===== config.mk =====
export PLATFORM = sky130hd
export DESIGN_NAME = gpi_irq_flat
export DESIGN_NICKNAME = d
export VERILOG_FILES = /design/src/rtl/gpi_pkg.sv /design/src/rtl/gpi_irq_if.sv /design/src/rtl/gpi_filter.sv /design/src/rtl/gpi_irq.sv /design/src/flat_wrapper.sv
export SDC_FILE = /design/constraint.sdc
export NUM_CORES = 1
export LEC_CHECK = 0
export CAP_MARGIN = 20
export CORE_MARGIN = 2
export CORE_UTILIZATION = 50
export DETAILED_ROUTE_END_ITERATION = 12
export PLACE_DENSITY = 0.73
export SYNTH_ARGS = -nofsm -noshare
export SYNTH_HDL_FRONTEND = slang
export SYNTH_SLANG_ARGS = --single-unit

===== constraint.sdc =====
create_clock -name clk -period 1.8 [get_ports clk]
set_input_delay 0.27 -clock clk [delete_from_list [all_inputs] [get_ports clk]]
set_output_delay 0.27 -clock clk [all_outputs]
set_load 0.05 [all_outputs]

===== src/rtl/gpi_pkg.sv =====
// Shared constants for the GPI interrupt block: CSR bus widths and register offsets.
package gpi_pkg;
  localparam int unsigned CSR_AW = 5;
  localparam int unsigned CSR_DW = 8;

  localparam logic [CSR_AW-1:0] GPI_REG_IN  = 5'd0;
  localparam logic [CSR_AW-1:0] GPI_REG_IE  = 5'd1;
  localparam logic [CSR_AW-1:0] GPI_REG_IP  = 5'd2;
  localparam logic [CSR_AW-1:0] GPI_REG_IEV = 5'd3;
  localparam logic [CSR_AW-1:0] GPI_REG_IBE = 5'd4;
endpackage


===== src/rtl/gpi_irq_if.sv =====
// CPLD CSR bus: 5-bit address, 8-bit data, single-cycle write strobe, registered read data.
interface gpi_irq_if;
  import gpi_pkg::*;

  logic [CSR_AW-1:0] csr_a;
  logic [CSR_DW-1:0] csr_di;
  logic              csr_we;
  logic [CSR_DW-1:0] csr_do;

  modport master (output csr_a, output csr_di, output csr_we, input  csr_do);
  modport slave  (input  csr_a, input  csr_di, input  csr_we, output csr_do);
endinterface


===== src/rtl/gpi_filter.sv =====
// One input bit: two-flop synchroniser, optional debounce, filtered level and same-edge rise/fall strobes.
module gpi_filter #(
  parameter int unsigned DEBOUNCE_CYCLES = 0
) (
  input  logic clk,
  input  logic rst,
  input  logic in,
  output logic filt,
  output logic rise_c,
  output logic fall_c
);
  logic s1;
  logic s2;
  logic filt_nxt;

  always_ff @(posedge clk) begin
    if (rst) begin
      s1   <= 1'b0;
      s2   <= 1'b0;
      filt <= 1'b0;
    end else begin
      s1   <= in;
      s2   <= s1;
      filt <= filt_nxt;
    end
  end

  if (DEBOUNCE_CYCLES <= 1) begin : g_pass
    assign filt_nxt = s2;
  end else begin : g_debounce
    localparam int unsigned CW = $clog2(DEBOUNCE_CYCLES);
    localparam logic [CW-1:0] LAST = CW'(DEBOUNCE_CYCLES - 1);

    logic [CW-1:0] cnt;

    // Counts consecutive cycles of disagreement; any agreement restarts the count.
    always_ff @(posedge clk) begin
      if (rst) begin
        cnt <= '0;
      end else if (s2 == filt || cnt == LAST) begin
        cnt <= '0;
      end else begin
        cnt <= cnt + CW'(1);
      end
    end

    assign filt_nxt = (s2 != filt && cnt == LAST) ? s2 : filt;
  end

  // Strobes fire combinationally so the pending bit sets on the same edge filt moves.
  assign rise_c = filt_nxt & ~filt;
  assign fall_c = ~filt_nxt & filt;
endmodule


===== src/rtl/gpi_irq.sv =====
// General-purpose input block: per-bit filters, edge-event pending register (W1C) and level irq.
module gpi_irq
  import gpi_pkg::*;
#(
  parameter logic [CSR_AW-1:0] BASE_ADDR       = 5'h00,
  parameter int unsigned       NUM_GPIOS       = 8,
  parameter int unsigned       DEBOUNCE_CYCLES = 0
) (
  input  logic                 clk,
  input  logic                 rst,
  gpi_irq_if.slave             csr,
  input  logic [NUM_GPIOS-1:0] in,
  output logic                 irq
);
  localparam logic [CSR_DW-1:0] MASK = CSR_DW'((33'd1 << NUM_GPIOS) - 33'd1);

  logic [CSR_DW-1:0] filt;
  logic [CSR_DW-1:0] rise_c;
  logic [CSR_DW-1:0] fall_c;
  logic [CSR_DW-1:0] ie;
  logic [CSR_DW-1:0] ip;
  logic [CSR_DW-1:0] iev;
  logic [CSR_DW-1:0] ibe;
  logic [CSR_DW-1:0] ev_c;
  logic [CSR_DW-1:0] w1c_c;
  logic [CSR_DW-1:0] rd_c;
  logic              wr_ie_c;
  logic              wr_ip_c;
  logic              wr_iev_c;
  logic              wr_ibe_c;

  for (genvar i = 0; i < CSR_DW; i++) begin : g_bit
    if (i < NUM_GPIOS) begin : g_used
      gpi_filter #(
        .DEBOUNCE_CYCLES(DEBOUNCE_CYCLES)
      ) u_filter (
        .clk    (clk),
        .rst    (rst),
        .in     (in[i]),
        .filt   (filt[i]),
        .rise_c (rise_c[i]),
        .fall_c (fall_c[i])
      );
    end else begin : g_unused
      assign filt[i]   = 1'b0;
      assign rise_c[i] = 1'b0;
      assign fall_c[i] = 1'b0;
    end
  end

  assign wr_ie_c  = csr.csr_we && (csr.csr_a == BASE_ADDR + GPI_REG_IE);
  assign wr_ip_c  = csr.csr_we && (csr.csr_a == BASE_ADDR + GPI_REG_IP);
  assign wr_iev_c = csr.csr_we && (csr.csr_a == BASE_ADDR + GPI_REG_IEV);
  assign wr_ibe_c = csr.csr_we && (csr.csr_a == BASE_ADDR + GPI_REG_IBE);

  // IBE selects any edge; otherwise IEV picks rising (1) or falling (0).
  assign ev_c  = ((rise_c & (ibe | iev)) | (fall_c & (ibe | ~iev))) & MASK;
  assign w1c_c = wr_ip_c ? csr.csr_di : '0;

  always_comb begin
    rd_c = '0;
    case (csr.csr_a)
      BASE_ADDR + GPI_REG_IN:  rd_c = filt;
      BASE_ADDR + GPI_REG_IE:  rd_c = ie;
      BASE_ADDR + GPI_REG_IP:  rd_c = ip;
      BASE_ADDR + GPI_REG_IEV: rd_c = iev;
      BASE_ADDR + GPI_REG_IBE: rd_c = ibe;
      default:                 rd_c = '0;
    endcase
  end

  // Set beats clear: a new event is ORed in after the W1C mask is applied.
  always_ff @(posedge clk) begin
    if (rst) begin
      ie         <= '0;
      ip         <= '0;
      iev        <= '0;
      ibe        <= '0;
      irq        <= 1'b0;
      csr.csr_do <= '0;
    end else begin
      if (wr_ie_c)  ie  <= csr.csr_di & MASK;
      if (wr_iev_c) iev <= csr.csr_di & MASK;
      if (wr_ibe_c) ibe <= csr.csr_di & MASK;
      ip         <= ((ip & ~w1c_c) | ev_c) & MASK;
      irq        <= |(ip & ie);
      csr.csr_do <= rd_c;
    end
  end
endmodule


===== src/flat_wrapper.sv =====
// flat-port wrapper written by rule: the top's interface ports become plain ports
module gpi_irq_flat import gpi_pkg::*;
#(
  parameter logic [CSR_AW-1:0] BASE_ADDR       = 5'h00,
  parameter int unsigned       NUM_GPIOS       = 8,
  parameter int unsigned       DEBOUNCE_CYCLES = 0
)
  (clk, rst, in, irq, csr_csr_a, csr_csr_di, csr_csr_we, csr_csr_do);
  gpi_irq_if csr_i ();
  input  logic clk;
  input  logic rst;
  input  logic [NUM_GPIOS-1:0] in;
  output logic irq;
  input wire logic [$bits(csr_i.csr_a)-1:0] csr_csr_a;
  input wire logic [$bits(csr_i.csr_di)-1:0] csr_csr_di;
  input wire logic [$bits(csr_i.csr_we)-1:0] csr_csr_we;
  output wire logic [$bits(csr_i.csr_do)-1:0] csr_csr_do;
  assign csr_i.csr_a = csr_csr_a;
  assign csr_i.csr_di = csr_csr_di;
  assign csr_i.csr_we = csr_csr_we;
  assign csr_csr_do = csr_i.csr_do;
  gpi_irq #(.BASE_ADDR(BASE_ADDR), .NUM_GPIOS(NUM_GPIOS), .DEBOUNCE_CYCLES(DEBOUNCE_CYCLES)) u_core (.clk(clk), .rst(rst), .csr(csr_i), .in(in), .irq(irq));
endmodule

Word level (Yosys, flattened, before mapping)
Index checks and enable logic that the tools add are counted. Widths: inputs -> output; s select.

$add $sub $neg: 0. $mul: 0. Divide/modulo/power cells: 0. Order comparisons: 0. Equality and inequality tests: 4. Shift operators: 0. Multiplexer cells: 2. Bitwise logic cells: 42. Reduce and logical (&&, ||, !) cells: 6.

Operator list (number): $pmux 8 s5 (1); $and 8x8->8 (4); $or 8x8->8 (4); $and 1x1->1 (16); $not 1->1 (16); $not 8->8 (2); $eq 5x2->1 const B (2); $mux 8 (1); $reduce_or 8->1 (1); $eq 5x1->1 const B (1); $eq 5x3->1 const B (1); $logic_not 5->1 (1); $logic_and 1x1->1 (4).

Flip-flop bits (word level): 65. Bits in latches: 0. RAM bits: 0. ROM bits: 0. Output and inout port bits: 9. Memories: 0.

Depth between registers and ports, before layout
Gate-level depths: netlist (run 1).

Word-level depth: 6. Mapped depth: 5. Mapped depth without buffers: 3.

Modules after synthesis
A second synthesis (run 1) with hierarchy kept.

Cell total of the unflattened synthesis: 310. Area, all modules: 2894.0 µm².

Modules (own cells, without submodules): gpi_irq (instances 1, cells an instance 246, area an instance 2163.3 µm²); gpi_filter (instances 8, cells an instance 8, area an instance 91.3 µm²).

Worst setup path before layout (run 1)
No wires, ideal clock.

Kind: in2reg. Start: input port csr_csr_a[4]. End: register u_core.ie[0]. Setup time: 0.119 ns. Data arrival time: 1.546 ns. Required time: 1.681 ns. Path slack: 0.135 ns. Stages on the path: 5. Buffers on the path: 2. Cell sequence: or4b_1 > buf_2 > or3b_1 > buf_6 > mux2i_1.

Longest elaborated chain between the ends: 2.

Ends and longest elaborated chain: start: declaration (RTL line flat_wrapper.sv:14) `input wire logic [$bits(csr_i.csr_a)-1:0] csr_csr_a;`; $eq 5x1->1 (RTL line gpi_irq.sv:51) `assign wr_ie_c = csr.csr_we && (csr.csr_a == BASE_ADDR + GPI_REG_IE);`; $logic_and 1x1->1 (RTL line gpi_irq.sv:51); end signal: assignment (RTL line gpi_irq.sv:82) `if (wr_ie_c) ie <= csr.csr_di & MASK;`; end: declaration (RTL line gpi_irq.sv:20) `logic [CSR_DW-1:0] ie;`.

Every way passes these cells. A chain may end at the register's enable or synchronous reset.

Worst setup path after layout (run 1)
Start: register u_core.csr.csr_do[2]. End: output port csr_csr_do[2].

RTL lines: start: declaration (RTL line gpi_irq_if.sv:11) `modport slave (input csr_a, input csr_di, input csr_we, output csr_do);`; start signal: assignment (RTL line gpi_irq.sv:87) `csr.csr_do <= rd_c;`; end: declaration (RTL line flat_wrapper.sv:17) `output wire logic [$bits(csr_i.csr_do)-1:0] csr_csr_do;`.

No word-level cell between the ends.

==> flow_metrics.tcl, run 1 <==
set metrics [dict create \
    synth-async-reset-ratio_pct 0 \
    max_slew.worst_pin.slew_ns 0.517 \
    initial_antenna_violation_count 0 \
    slew_headroom_pct 65.5 \
    synth_enable_flop_cells 0 \
    finish.net_count 354 \
    run_status "complete, no violations" \
    r2r-start "u_core.ip[5]$_SDFF_PP0_" \
    core-area_um2 5140 \
    synth_top_area_share_pct 48.5 \
    rsz_0062_raised_after_global_routing "no" \
    path_delay_family "buffers and inverters" \
    setup_viol 0 \
    antenna-diode-count 0 \
    syn_area_per_cell_um2 9.61 \
    synth_seq_area_share_pct 48.5 \
    worst_clock_skew_ns 0.0108 \
    synth_area_um2 2680 \
    static-leakage-power_nw 1.48 \
    worst-endpoint-arrival_ns 1.48 \
    synth.net_count 303 \
    area_growth_syn_to_layout_pct 28.5 \
    dr_total_vias 2179 \
    ir_worst_vdd_mv 0.768 \
    yosys_warnings 0 \
    first_global_vias 2077 \
    drt_first_iter_violations 185 \
    post-route-min-period_ns 1.75 \
    criticalPathCategory "reg -> out" \
    finalMaxSlewViolations 0 \
    timing.max_cap.violations 0 \
    power-per-cell-area_nw_per_um2 886 \
    critical_path_buf_inv_count 1 \
    finalNonFillerCells 405 \
    postSynthRegisterBits 65 \
    timing.critical_path.from "u_core.csr.csr_do[2]$_SDFF_PP0_" \
    hold-path-endpoint "u_core.g_bit[5].g_used.u_filter.filt_nxt$_SDFF_PP0_" \
    whs_path_depth 1 \
    cts_hold_repair.buffers 0 \
    timing.reg2reg.worst_path_depth 2 \
    starting_utilization_of_the_core_area_pct 52.2 \
    remaining_drc_errors 0 \
    tritoncts_num_sinks 65 \
    fp.dieW_um 77.2 \
    path_clk_slew_ns 0.08 \
    detail_route.wl_per_cell_um 15.3 \
    tritoncts.num_buffers 9 \
    netlist-cell-type-count 28 \
    drt-vias-per-instance 5.38 \
    grt_first_pass_wirelength_um 10200 \
    worst_hold_path_type "reg -> reg" \
    finalWirelength_um 6180 \
    grt-ovfl-total 0 \
    hp-start "u_core.g_bit[5].g_used.u_filter.s1$_SDFF_PP0_" \
    worstSetupStartpointType "register" \
    crit_path_top_delay_cell "clkdlybuf4s50_1" \
    timing.critical_path.fanout_max 1 \
    worstPathCellList "clkdlybuf4s50_1" \
    design.die.area_um2 5970 \
    num_io_pins 33 \
    post-layout-total-power_w 0.00305 \
    report.final.hold_viol_count 0 \
    dieHeight_um 77.2 \
    drive_above_1_share_pct 13.4 \
    syn-instance-count 279 \
    place_hpwl_um 4300 \
    clk_root_buffer_cell "clkbuf_8" \
    buffers_from_clock_root_to_sink_at_most 2 \
    critical_path_required_ns 1.53 \
    clkLatencyLatePin_ns 0.35 \
    globalRouteTotalUtil_pct 22.4 \
    grt_max_degree 41 \
    worstReg2RegEnd "u_core.irq$_SDFF_PP0_" \
    placer_congestion_estimate 0.896 \
    synth.largest_area_cell "dfxtp_1" \
    numPortBuffers 32 \
    detail_route.first_pass.iterations 4 \
    fillers 431 \
    setup.reg_to_reg.worst_slack_ns 0.86 \
    final_min_period_over_clock_period_pct 97.3 \
    tritoncts "yes" \
    ys_top_cells_by_area "dfxtp_1 49%, mux2i_1 12%, nor2b_1 5.6%" \
    num_rows 26 \
    achievable-frequency_mhz 571 \
    dp_cells 389 \
    drt.antenna.violating_nets 0 \
    worst_path_largest_cell_delay_ns 0.80 \
    ys.flop_type "dfxtp_1" \
    htree_levels 3 \
    critical_path.endpoint_type "output pin" \
]
## synth_stat cells, drive strengths merged, types with 5 or more instances
cell type  count
a21oi         16
buf            5
clkbuf        12
dfxtp         65
inv            9
mux2i         32
nand2         34
nand3         16
nor2b         24
o211ai         8
o21ai          9
o22a           8
o311ai         8
xor2          16
## per-stage QoR
step | instance area [um2] | utilization, % | setup WS, ns | setup TNS [ns] | hold slack [ns]
after CTS | 3430 | 66.8 | 0.0226 | 0 | 0.430
final | 3450 | 67.1 | 0.0491 | 0 | 0.427
after global routing | 3450 | 67.1 | 0.0127 | 0 | 0.447
after floorplan | 2680 | - | 0.135 | 0 | 0.342
after detailed placement | 3220 | 62.6 | -0.330 | -8.77 | 0.420
after global placement | 3220 | 62.6 | -0.285 | -7.94 | 0.417
## cells in the final DEF, fill, tap and decap left out, types with 2 or more instances in the layout
master,instances
dlymetal6s2s_1,2
clkdlybuf4s50_1,30
clkbuf_8,9
inv_1,9
mux2i_1,32
clkinv_2,2
a22oi_1,4
buf_4,24
dfxtp_1,65
nand2_1,34
nor3b_1,2
nand3_1,16
xor2_1,16
clkinv_4,2
nor2b_1,24
o21ai_0,9
o22a_1,8
or3b_2,2
bufinv_16,2
o211ai_1,8
o311ai_0,8
a21oi_1,16
## area by class of cell
cell class              count  area, um2  share of cell area, %
multi-input cells         188       1280                   37.2
well taps                  70       87.6                   2.54
clock inverters             7       95.1                   2.76
repair buffers             57        526                   15.2
inverters                   9       33.8                  0.980
flip-flops and latches     65       1300                   37.7
clock buffers               9        124                   3.59
## kinds of logic after synthesis
| kind of cell | share of synthesized area (%) |
|---|---|
| AOI/OAI and AO/OA | 13.6 |
| xor gates and xnor gates | 5.22 |
| buffers and inverters | 4.06 |
| DFF | 48.5 |
| muxes | 11.9 |
| and+or+nand+nor | 16.7 |
## flip-flops by register name (all words and copies together), names as in the netlist
register and count:
u_core.ip 8, u_core.g_bit.g_used.u_filter.filt 8, u_core.irq 1, u_core.iev 8, u_core.ie 8, u_core.ibe 8, u_core.g_bit.g_used.u_filter.s1 8, u_core.g_bit.g_used.u_filter.filt_nxt 8
u_core.csr.csr_do 8
## how the worst max path moves through the flow
| stage | endpoint | slack, ns | cells past startpoint |
|---|---|---|---|
| floorplan | u_core.ie[0]$_SDFFE_PP0P_ | 0.14 | 5 |
| CTS | irq | 0.02 | 1 |
| global placement | u_core.csr.csr_do[3]$_SDFF_PP0_ | -0.28 | 5 |
| detailed placement | u_core.csr.csr_do[5]$_SDFF_PP0_ | -0.33 | 5 |
| global route | u_core.ip[4]$_SDFF_PP0_ | 0.01 | 5 |
| finish | csr_csr_do[2] | 0.05 | 1 |
## where the power goes
part           switching, W  internal, W  total (W)
clock network      0.000567     0.000778    0.00135
logic              0.000110     0.000117   0.000226
registers         0.0000168      0.00147    0.00148
total              0.000694      0.00236    0.00305
## layer usage
| layer | vias up | GRT usage [%] | share of wire (%) |
|---|---|---|---|
| met3 | 16 | 7.65 | 6.0 |
| met1 | 1015 | 28.9 | 45 |
| met2 | 64 | 33.7 | 46 |
| li1 | 1084 | - | - |
| met5 | - | 0 | 0 |
| met4 | 0 | 10.5 | 2.6 |
## timing repair
action | CTS | global route
resized for setup | 0 | 4
endpoints found under the setup margin | 0 | 9
buffers inserted | 0 | 0
Note: power is estimated with default switching activity, not from simulation.
==> run 2, diff against run 1 <==
--- a/config.mk
+++ b/config.mk
@@ -10,6 +10,7 @@
 export CORE_UTILIZATION = 50
 export DETAILED_ROUTE_END_ITERATION = 12
 export PLACE_DENSITY = 0.73
+export SLEW_MARGIN = 0
 export SYNTH_ARGS = -nofsm -noshare
 export SYNTH_HDL_FRONTEND = slang
 export SYNTH_SLANG_ARGS = --single-unit
==> results of run 2 <==
No change in the layout: final DEF, timing and power equal those of run 1.
